$ cat src/rtl/updown_counter_param.sv
// updown_counter_param: parametrised up/down counter with wrap or saturate at the bounds,
// clamped parallel load with a sticky range-error flag, and a registered terminal-count pulse.
module updown_counter_param #(
   parameter int unsigned WIDTH     = 8,
   parameter int unsigned MAX_COUNT = 255,
   parameter bit          SATURATE  = 1'b0
) (
   input  logic             clk,
   input  logic             rst,
   input  logic             enable,
   input  logic             direction,
   input  logic             load,
   input  logic [WIDTH-1:0] load_value,
   input  logic             clear_err,
   output logic [WIDTH-1:0] counter_out,
   output logic             tc,
   output logic             at_max,
   output logic             at_min,
   output logic             load_err
);
   localparam logic [WIDTH-1:0] MAX = WIDTH'(MAX_COUNT);
   logic [WIDTH-1:0] cnt_q, cnt_d;
   logic             tc_q, tc_d, err_q, err_d, over;
   assign over = load_value > MAX;
   // the bound is tested before stepping, so the +1/-1 can never leave 0..MAX
   always_comb begin
      cnt_d = cnt_q;
      tc_d  = 1'b0;
      err_d = (err_q & ~clear_err) | (load & over);
      if (load)
         cnt_d = over ? MAX : load_value;
      else if (enable & direction) begin
         tc_d  = cnt_q >= MAX;
         cnt_d = !tc_d ? cnt_q + 1'b1 : SATURATE ? MAX : '0;
      end else if (enable) begin
         tc_d  = cnt_q == '0;
         cnt_d = !tc_d ? cnt_q - 1'b1 : SATURATE ? '0 : MAX;
      end
   end
   always_ff @(posedge clk or negedge rst)
      if (!rst) begin
         cnt_q <= '0;
         tc_q  <= 1'b0;
         err_q <= 1'b0;
      end else begin
         cnt_q <= cnt_d;
         tc_q  <= tc_d;
         err_q <= err_d;
      end
   assign counter_out = cnt_q;
   assign tc          = tc_q;
   assign load_err    = err_q;
   assign at_max      = cnt_q == MAX;
   assign at_min      = cnt_q == '0;
endmodule

$ cat config.mk
export PLATFORM = sky130hd
export DESIGN_NAME = updown_counter_param
export DESIGN_NICKNAME = d
export VERILOG_FILES = /design/src/rtl/updown_counter_param.sv
export SDC_FILE = /design/constraint.sdc
export NUM_CORES = 1
export LEC_CHECK = 0
export BUFFER_PORTS_ARGS = -buffer_cell sky130_fd_sc_hd__buf_2
export CELL_PAD_IN_SITES_DETAIL_PLACEMENT = 0
export CELL_PAD_IN_SITES_GLOBAL_PLACEMENT = 2
export CORE_ASPECT_RATIO = 0.7
export CORE_MARGIN = 2
export CORE_UTILIZATION = 29
export CTS_BUF_LIST = sky130_fd_sc_hd__clkbuf_2 sky130_fd_sc_hd__clkbuf_4 sky130_fd_sc_hd__clkbuf_8
export DETAILED_ROUTE_END_ITERATION = 8
export GPL_TIMING_DRIVEN = 0
export PLACE_DENSITY_LB_ADDON = 0.05
export SYNTH_ARGS = -nofsm -noshare
export SYNTH_HDL_FRONTEND = slang
export SYNTH_SLANG_ARGS = --single-unit
$ cat constraint.sdc
create_clock -name clk -period 2.7 [get_ports clk]
set_clock_uncertainty 0.15 [all_clocks]
set_input_delay 0 -clock clk [delete_from_list [all_inputs] [get_ports clk]]
set_output_delay 0 -clock clk [all_outputs]
set_load 0.01 [all_outputs]
==> results of run 1 <==
-- where the power goes --
group / switching [mW] / leakage, nW / internal [mW]
sequential: 0.0236 / 0.124 / 0.164
combinational: 0.102 / 0.389 / 0.0830
clock: 0.0593 / 0.0216 / 0.0977
total: 0.185 / 0.535 / 0.345
-- cell usage in the layout (no fill, tap or decap), types with 3 or more instances in the layout --
master	Yosys	layout
nor3_1	3	3
dfrtp_1	10	10
clkbuf_1	4	4
a21oi_1	9	9
nand3_1	4	4
xor2_1	4	4
ha_1	3	3
clkbuf_8	0	3
o21ai_0	7	7
and3_1	4	4
nand2_1	7	7
a31oi_1	3	3
nor2_1	10	10
buf_2	2	25
inv_1	7	7
dlygate4sd3_1	0	11
-- routing by layer --
layer  GRT usage, %  up-vias
met4           2.61        0
met1           24.4      432
met3           5.32        2
met5              0        -
li1               -      480
met2           29.6       35
-- cell families (layout without fill, tap and decap cells) --
family	Yosys count	count (layout)
AOI/OAI and AO/OA	33	33
adders and majority gates	3	3
muxes	1	1
DFF	10	10
and+or+nand+nor	44	44
xor gates and xnor gates	5	5
buffers and inverters	14	51
-- final timing paths --
path | end | from | depth (start not counted) | slack [ps]
setup / recovery | counter_out[2]$_DFFE_PN0P_ | counter_out[0]$_DFFE_PN0P_ | 6 | 480
hold / removal | counter_out[5]$_DFFE_PN0P_ | rst | 2 | 20
setup reg to reg | counter_out[2]$_DFFE_PN0P_ | counter_out[0]$_DFFE_PN0P_ | 6 | 480
hold reg to reg | load_err$_DFF_PN0_ | load_err$_DFF_PN0_ | 1 | 370
max in group asynchronous | counter_out[0]$_DFFE_PN0P_ | rst | 2 | 2170
min in group clk | tc$_DFF_PN0_ | direction | 3 | 90
-- timing repair --
item / 4_1_cts / 5_1_grt
hold endpoints to repair: 19 / 0
hold buffers: 11 / 0
resized for setup: 0 / 0
-- registers in the layout (all words and copies together) (netlist names) --
| name | flops |
|---|---|
| tc | 1 |
| counter_out | 8 |
| load_err | 1 |
-- area by class of cell --
type	count	share of cell area [%]
plain buffers	7	3.07
clock buffers	3	3.49
inverters	7	2.22
multi-input cells	86	47.2
flip-flops and latches	10	21.2
well taps	36	3.81
repair buffers	34	19.0
-- stage by stage --
step                cell area [um2]  setup slack [ps]
floorplan                       871               666
global placement               1030               490
detailed placement             1030               506
CTS                            1180               494
global route                   1180               354
finish                         1180               482
==> metrics, run 1 <==
Multi-input gate area roughly 560 um2; layout cell share with drive strength beyond 1 23.1%; Post-Synth Adder-Cell Area 4.31%; Die W 69.5 um; delay-heaviest family, CP simple AND/OR/NAND/NOR gates; Synth Area in Simple Gates ~28%; mux cell area share after synthesis 1.29%; htree depth 1; Detailed Route WL 2760 um; Avg WL per Cell 15.1 um; area share of the largest cell type after synthesis ~29%; CTS Buffer Depth 2; CTS tree done; initial core utilization 30.9%; Worst path slowest cell or3b_2; number of global-route vias before repair 983; final count of hold timing violations 0; Final Critical Period 2220 ps; setup TNS 0 ps; FP Rows 16; syn_area_per_cell 7.92 um2; post-synthesis compound-gate area fraction 25.1%; Vias 949; max layer used met4; Pwr Density ~450 nW/um2; Final ANT Viol Nets 0; root buffer cell clkbuf_8; total core area roughly 2800 um2; Startpoint Class flip-flop; Yosys cell types 40; Num CTS Buffers 3; Yosys warnings 0; VDD IR max 0.000290 V; met2 WL post-DR 1170 um; Synth Net Count 127; number of I/O pins 26; status finished clean; die area 3460 um2; Pins Over Slew Limit 0; synth top area cells dfrtp_1 (29%), a21oi_1 (5.2%), ha_1 (4.3%); drt drc 0; CP max FO 9; Worst EP required approximately 2700 ps; Setup crit end kind flip-flop; vias per cell between 5 and 6; Seq/Total Area, Yosys 28.7%; DP Cell Count 169; clock transition at the registers of the reported paths 50 ps; Reg area 250 um2; Max-Cap Viols 0; Buf+Inv Stages, Crit Path 1; Final Total Pwr 530 uW; largest family of logic cells by synthesized area simple AND/OR/NAND/NOR gates; RSZ-0062 raised after global routing false; M1 WL 1410 um; area grow syn2layout 35.8%; Arr. time, crit path 2200 ps; total grt overflow 0; WHS 18.8 ps; measured slew at the worst slew-check pin 556 ps; largest net degree at the start of global routing 11; ys flop type dfrtp_1; Nets around 170; IO buf count 23; first-pass GRT wire length approximately 4800 um; Core Util, Final 41.9%; First DRT Iteration DRCs 49; Post-Syn Area 871 um2; register bit total from synthesis 10; cell taking the most area after synthesis dfrtp_1; final worst path period share 82.2%; Syn Inst Count 110; number of diodes 0; chip height 49.8 um; post-detail-place hpwl 2050 um; initial antenna violation count 0; EDFF count, synth 0; met3 wire length between 150 and 200 um; worst skew pair latency 240 ps; fin cells 183; Min-Delay Path Class input pin to async pin; Sink Count 10; XOR/XNOR Fraction of Synth Area 5.03%; fillers 311; FFs w/ async S/R, synth 100%; Leak 0.535 nW; Final setup viols 0; DR pass1 iterations 4; Post-synth top cells dfrtp_1 (10), nor2_1 (10), a21oi_1 (9); Post-CTS Repair Setup Buffers 0; Largest stage delay, worst path between 500 and 600 ps; Max Fclk 451 MHz; Crit Path Class flip-flop to flip-flop; crit-path cells inv_1, ha_1, or3b_2, nor3b_2, nor3_1, o41ai_2; routability congestion estimate from global placement 0.848; Rel. slew slack 62.9%; total global-route track usage between 10% and 20%
(Power assumes the default switching activity.)
==> inputs of run 2 (changes only) <==
--- a/config.mk
+++ b/config.mk
@@ -10,7 +10,7 @@
 export CELL_PAD_IN_SITES_GLOBAL_PLACEMENT = 2
 export CORE_ASPECT_RATIO = 0.7
 export CORE_MARGIN = 2
-export CORE_UTILIZATION = 29
+export CORE_UTILIZATION = 26
 export CTS_BUF_LIST = sky130_fd_sc_hd__clkbuf_2 sky130_fd_sc_hd__clkbuf_4 sky130_fd_sc_hd__clkbuf_8
 export DETAILED_ROUTE_END_ITERATION = 8
 export GPL_TIMING_DRIVEN = 0
==> constraint.sdc (replaced) <==
create_clock -name clk -period 1.8 [get_ports clk]
set_clock_uncertainty 0.15 [all_clocks]
set_input_delay 0 -clock clk [delete_from_list [all_inputs] [get_ports clk]]
set_output_delay 0 -clock clk [all_outputs]
set_load 0.01 [all_outputs]
==> run 2 against run 1 <==
The run now ends with negative setup slack left; total power is 64% higher; count of clock-buffer cells in the layout stayed put; utilization is 0.40 points lower; via count is 6.0% higher; sequential share of layout area is 1.9 points lower; first-iteration DRC count is 20% lower; die area is 11% higher; final cell count is 3.8% higher; critical path depth stayed put; global-route usage is 0.87 points lower; setup slack worse by 490 ps; sequential cell count stayed put.
==> metrics, run 2 (synthesized netlist as in run 1, its figures left out) <==
status finished with violations; failing checks negative setup slack; worst reg2reg path depth 6; CTS tree done; Nets roughly 170; Arr. time, crit path 1820 ps; most frequent cells in the layout buf_2 (22), dlygate4sd3_1 (11), a21oi_1 (8), nor2_1 (8), dfrtp_1 (8); RR Endpoint counter_out[0]$_DFFE_PN0P_; Final ANT Viol Nets 0; Detailed Route WL 3060 um; FP Rows 17; worst skew pair latency 240 ps; Num CTS Buffers 3; worst r2r src counter_out[1]$_DFFE_PN0P_; total global-route track usage 17.3%; Min-Delay Path Class input pin to async pin; measured slew at the worst slew-check pin ~560 ps; total grt overflow 0; most common cell after layout, fill and taps aside buf_2; Pins Over Slew Limit 0; setup TNS -9.28 ps; First DRT Iteration DRCs 39; Max-Cap Viols 0; number of global-route vias before repair 908; max reg flops 8; routability congestion estimate from global placement 0.878; final worst path period share 101%; Leak between 0.5 and 0.6 nW; final count of hold timing violations 0; total core area 3170 um2; largest net degree at the start of global routing 11; CP max FO 3; Pwr Density 662 nW/um2; drt drc 0; final setup margin -9.28 ps; Vias 1,006; VDD IR max 0.000252 V; number of I/O pins 26; clock transition at the registers of the reported paths 50 ps; Avg WL per Cell 16.1 um; Crit Path Class flip-flop to flip-flop; Startpoint Class flip-flop; number of diodes 0; root buffer cell clkbuf_8; initial antenna violation count 0; chip height 52.4 um; first-pass GRT wire length just under 5000 um; die area 3840 um2; Rel. slew slack 62.7%; fin cells 190; post-detail-place hpwl between 2000 and 2500 um; CTS Buffer Depth 2; Sink Count 10; Setup crit end kind flip-flop; DP Worst Slack -213 ps; Max Fclk 553 MHz; layout cell share with drive strength beyond 1 34.2%; Final Total Pwr between 800 and 900 uW; Final setup viols 1; DR pass1 iterations 4; RSZ-0062 raised after global routing true; reg2reg setup slack -9 ps; Die W 73.2 um; Worst EP required 1810 ps; IO buf count 23; htree depth 1; vias per cell between 5 and 6; area grow syn2layout 51.0%; Final Critical Period 1810 ps; initial core utilization 27.5%; DP Cell Count between 150 and 200
-- run 2: changes by cell type in the layout (fill, tap and decap cells not counted), moves of 2 or more --
cell      change
buf_2         -3
buf_4         +6
clkbuf_4      +2
dfrtp_1       -2
dfrtp_2       +2
ha_1          -2
ha_4          +2
inv_1         -2
nor2_1        -2
-- run 2: timing repair --
action / in CTS / in global routing
hold buffers: 11 / 0
setup endpoints to repair: 10 / 8
buffers inserted: 3 / 3
pin swaps: 3 / 3
resized for setup: 10 / 9
hold endpoints to repair: 19 / 0
-- run 2: cell type report --
type / instances / area, um2
repair buffers: 40 / 277
flip-flops and latches: 10 / 253
clock buffers: 3 / 41.3
multi-input cells: 86 / 631
well taps: 38 / 47.5
inverters: 7 / 28.8
plain buffers: 6 / 37.5
fillers: 343 / 1850
-- run 2: worst max-delay path by stage --
| stage | from | endpoint |
|---|---|---|
| 6_report | counter_out[1]$_DFFE_PN0P_ | counter_out[0]$_DFFE_PN0P_ |
| 5_1_grt | counter_out[1]$_DFFE_PN0P_ | counter_out[0]$_DFFE_PN0P_ |
| 4_1_cts | counter_out[4]$_DFFE_PN0P_ | counter_out[0]$_DFFE_PN0P_ |
| 3_5_place_dp | counter_out[0]$_DFFE_PN0P_ | counter_out[2]$_DFFE_PN0P_ |
| 3_3_place_gp | counter_out[0]$_DFFE_PN0P_ | counter_out[3]$_DFFE_PN0P_ |
| 2_1_floorplan | counter_out[5]$_DFFE_PN0P_ | counter_out[2]$_DFFE_PN0P_ |
-- run 2: where the power goes --
part           total, mW  switching [mW]  internal, mW  leakage [nW]
clock              0.245          0.0974         0.147        0.0216
combinational      0.350           0.189         0.161         0.425
sequential         0.277          0.0294         0.247         0.122
total              0.871           0.316         0.555         0.569
-- run 2: through the flow --
step,instance area [um2],hold slack (ps),utilization [%]
final,1320,28.6,41.5
after global routing,1320,60.9,41.5
after CTS,1270,30.8,40.0
after detailed placement,1040,-253,33.0
after global placement,1040,-265,33.0
after floorplan,882,-446,-
-- run 2: critical path, cell delays in order, from the launching register on --
cell and delay, ps:
dfrtp_2 410, inv_2 90, ha_4 130, or3b_4 410
nor3b_4 230, and2b_1 200, o21ai_1 110
-- run 2: routing by layer --
metal	GRT usage [%]	vias up	wire length [um]
met3	4.23	5	217
li1	-	489	-
met4	7.10	0	37
met5	0	-	0
met1	24.5	473	1530
met2	24.6	39	1280
==> inputs of run 3 (changes only) <==
--- a/config.mk
+++ b/config.mk
@@ -8,7 +8,7 @@
 export BUFFER_PORTS_ARGS = -buffer_cell sky130_fd_sc_hd__buf_2
 export CELL_PAD_IN_SITES_DETAIL_PLACEMENT = 0
 export CELL_PAD_IN_SITES_GLOBAL_PLACEMENT = 2
-export CORE_ASPECT_RATIO = 0.7
+export CORE_ASPECT_RATIO = 1.4
 export CORE_MARGIN = 2
 export CORE_UTILIZATION = 26
 export CTS_BUF_LIST = sky130_fd_sc_hd__clkbuf_2 sky130_fd_sc_hd__clkbuf_4 sky130_fd_sc_hd__clkbuf_8
==> run 3 against run 2 <==
The run still ends with negative setup slack left; sequential share of layout area is 0.67 points lower; total power is 7.6% higher; via count is 1.2% higher; maximum frequency is 3.8% lower; highest routed layer unchanged; critical path depth is 1 lower; first-iteration DRC count is 36% lower; clock power is 22% higher; register-to-register slack worse by 70 ps; utilization is 1.7 points higher; largest cell class unchanged; global-route usage is 0.22 points higher; final area is 3.6% higher.
==> metrics, run 3 (synthesized netlist as in run 1, its figures left out) <==
routability congestion estimate from global placement 0.757; Max-Cap Viols 0; number of diodes 0; worst reg2reg path depth 5; Buf+Inv Stages, Crit Path 1; total global-route track usage 17.5%; delay-heaviest family, CP simple AND/OR/NAND/NOR gates; DR pass1 iterations 4; IO buf count 23; DP Area 1050 um2; max reg flops 8; Worst path slowest cell or4_4; Avg WL per Cell 16.0 um; layout cell share with drive strength beyond 1 a little under two fifths; area grow syn2layout 56.5%; post-detail-place hpwl 2130 um; Pins Over Slew Limit 0; Die W 52.9 um; chip height between 70 and 80 um; Final setup viols 3; CTS Buffer Depth 2; status finished with violations; Largest stage delay, worst path 540 ps; Worst EP required about 1800 ps; CTS tree done; final count of hold timing violations 0; total grt overflow 0; Nets between 150 and 200; setup TNS -155 ps; Setup crit end kind flip-flop; FP Rows 24; Finished Cell Area 1360 um2; number of global-route vias before repair 1,008; initial antenna violation count 0; worst skew pair latency 240 ps; Final ANT Viol Nets 0; Leak 0.597 nW; die area 3830 um2; most common cell after layout, fill and taps aside buf_2; RSZ-0062 raised after global routing true; CP max FO 4; worst r2r src counter_out[5]$_DFFE_PN0P_; vias per cell slightly above 5; Rel. slew slack between 60% and 70%; RR Endpoint counter_out[0]$_DFFE_PN0P_; Arr. time, crit path 1900 ps; first-pass GRT wire length 4920 um; failing checks negative setup slack; htree depth 1; clock transition at the registers of the reported paths 60 ps; Multi-input gate area 638 um2; fillers 338; Reg area 253 um2; measured slew at the worst slew-check pin about 580 ps; crit path from counter_out[5]$_DFFE_PN0P_; Sink Count 10; root buffer cell clkbuf_8; final worst path period share 105%; Pwr Density 688 nW/um2; most frequent cells in the layout buf_2 (23), dlygate4sd3_1 (11), buf_4 (9); crit-path cells buf_6, or4_4, nor3b_4, and2b_1, o21ai_2; Final Critical Period 1880 ps; VDD IR max 0.000342 V; Startpoint Class flip-flop; Min-Delay Path Class input pin to async pin; largest net degree at the start of global routing 11; drt drc 0; number of I/O pins 26; total core area around 3200 um2; Final Total Pwr 937 uW; DP Worst Slack -269 ps; Max Fclk 531 MHz; Crit Path Class flip-flop to flip-flop; First DRT Iteration DRCs 25; initial core utilization 27.6%; reg2reg setup slack -80 ps; Detailed Route WL about 3100 um; Vias around 1,000; final setup margin -81.5 ps; Num CTS Buffers 3
run 3: worst max-delay path by stage:
| stage | endpoint | depth (start not counted) |
|---|---|---|
| floorplan | counter_out[2]$_DFFE_PN0P_ | 5 |
| global route | counter_out[0]$_DFFE_PN0P_ | 5 |
| detailed placement | counter_out[2]$_DFFE_PN0P_ | 6 |
| global placement | counter_out[2]$_DFFE_PN0P_ | 6 |
| finish | counter_out[0]$_DFFE_PN0P_ | 5 |
| CTS | counter_out[2]$_DFFE_PN0P_ | 5 |
run 3: through the flow:
step | cells | utilization (%) | hold slack [ps]
6_report | 196 | 43.2 | 11.5
5_1_grt | 196 | 43.2 | 39.6
4_1_cts | 191 | 40.6 | 31.4
3_5_place_dp | 172 | 33.2 | -260
3_3_place_gp | 172 | 33.2 | -258
2_1_floorplan | 110 | - | -446
run 3: what timing repair did:
action	4_1_cts	5_1_grt
hold buffers	11	0
gates resized for setup	8	11
hold endpoints to repair	19	0
setup buffers	4	5
endpoints found under the setup margin	9	9
pin swaps	4	7
run 3: metal layers:
metal,wire length [um],global-route usage [%],vias up
met1,1330,21.5,486
li1,-,-,500
met2,1630,30.8,26
met3,115,2.06,6
met5,0,0,-
met4,54,5.70,0
run 3: layout make-up:
class	count	area share, %
Buffer	7	3.58
Inverter	7	1.93
Multi-Input combinational cell	86	46.8
Timing Repair Buffer	43	21.5
Sequential cell	10	18.5
Clock buffer	4	4.04
Tap cell	39	3.58
run 3: power by group:
group / switching, mW / internal, mW
Combinational: 0.192 / 0.173
Sequential: 0.0270 / 0.247
Clock: 0.104 / 0.193
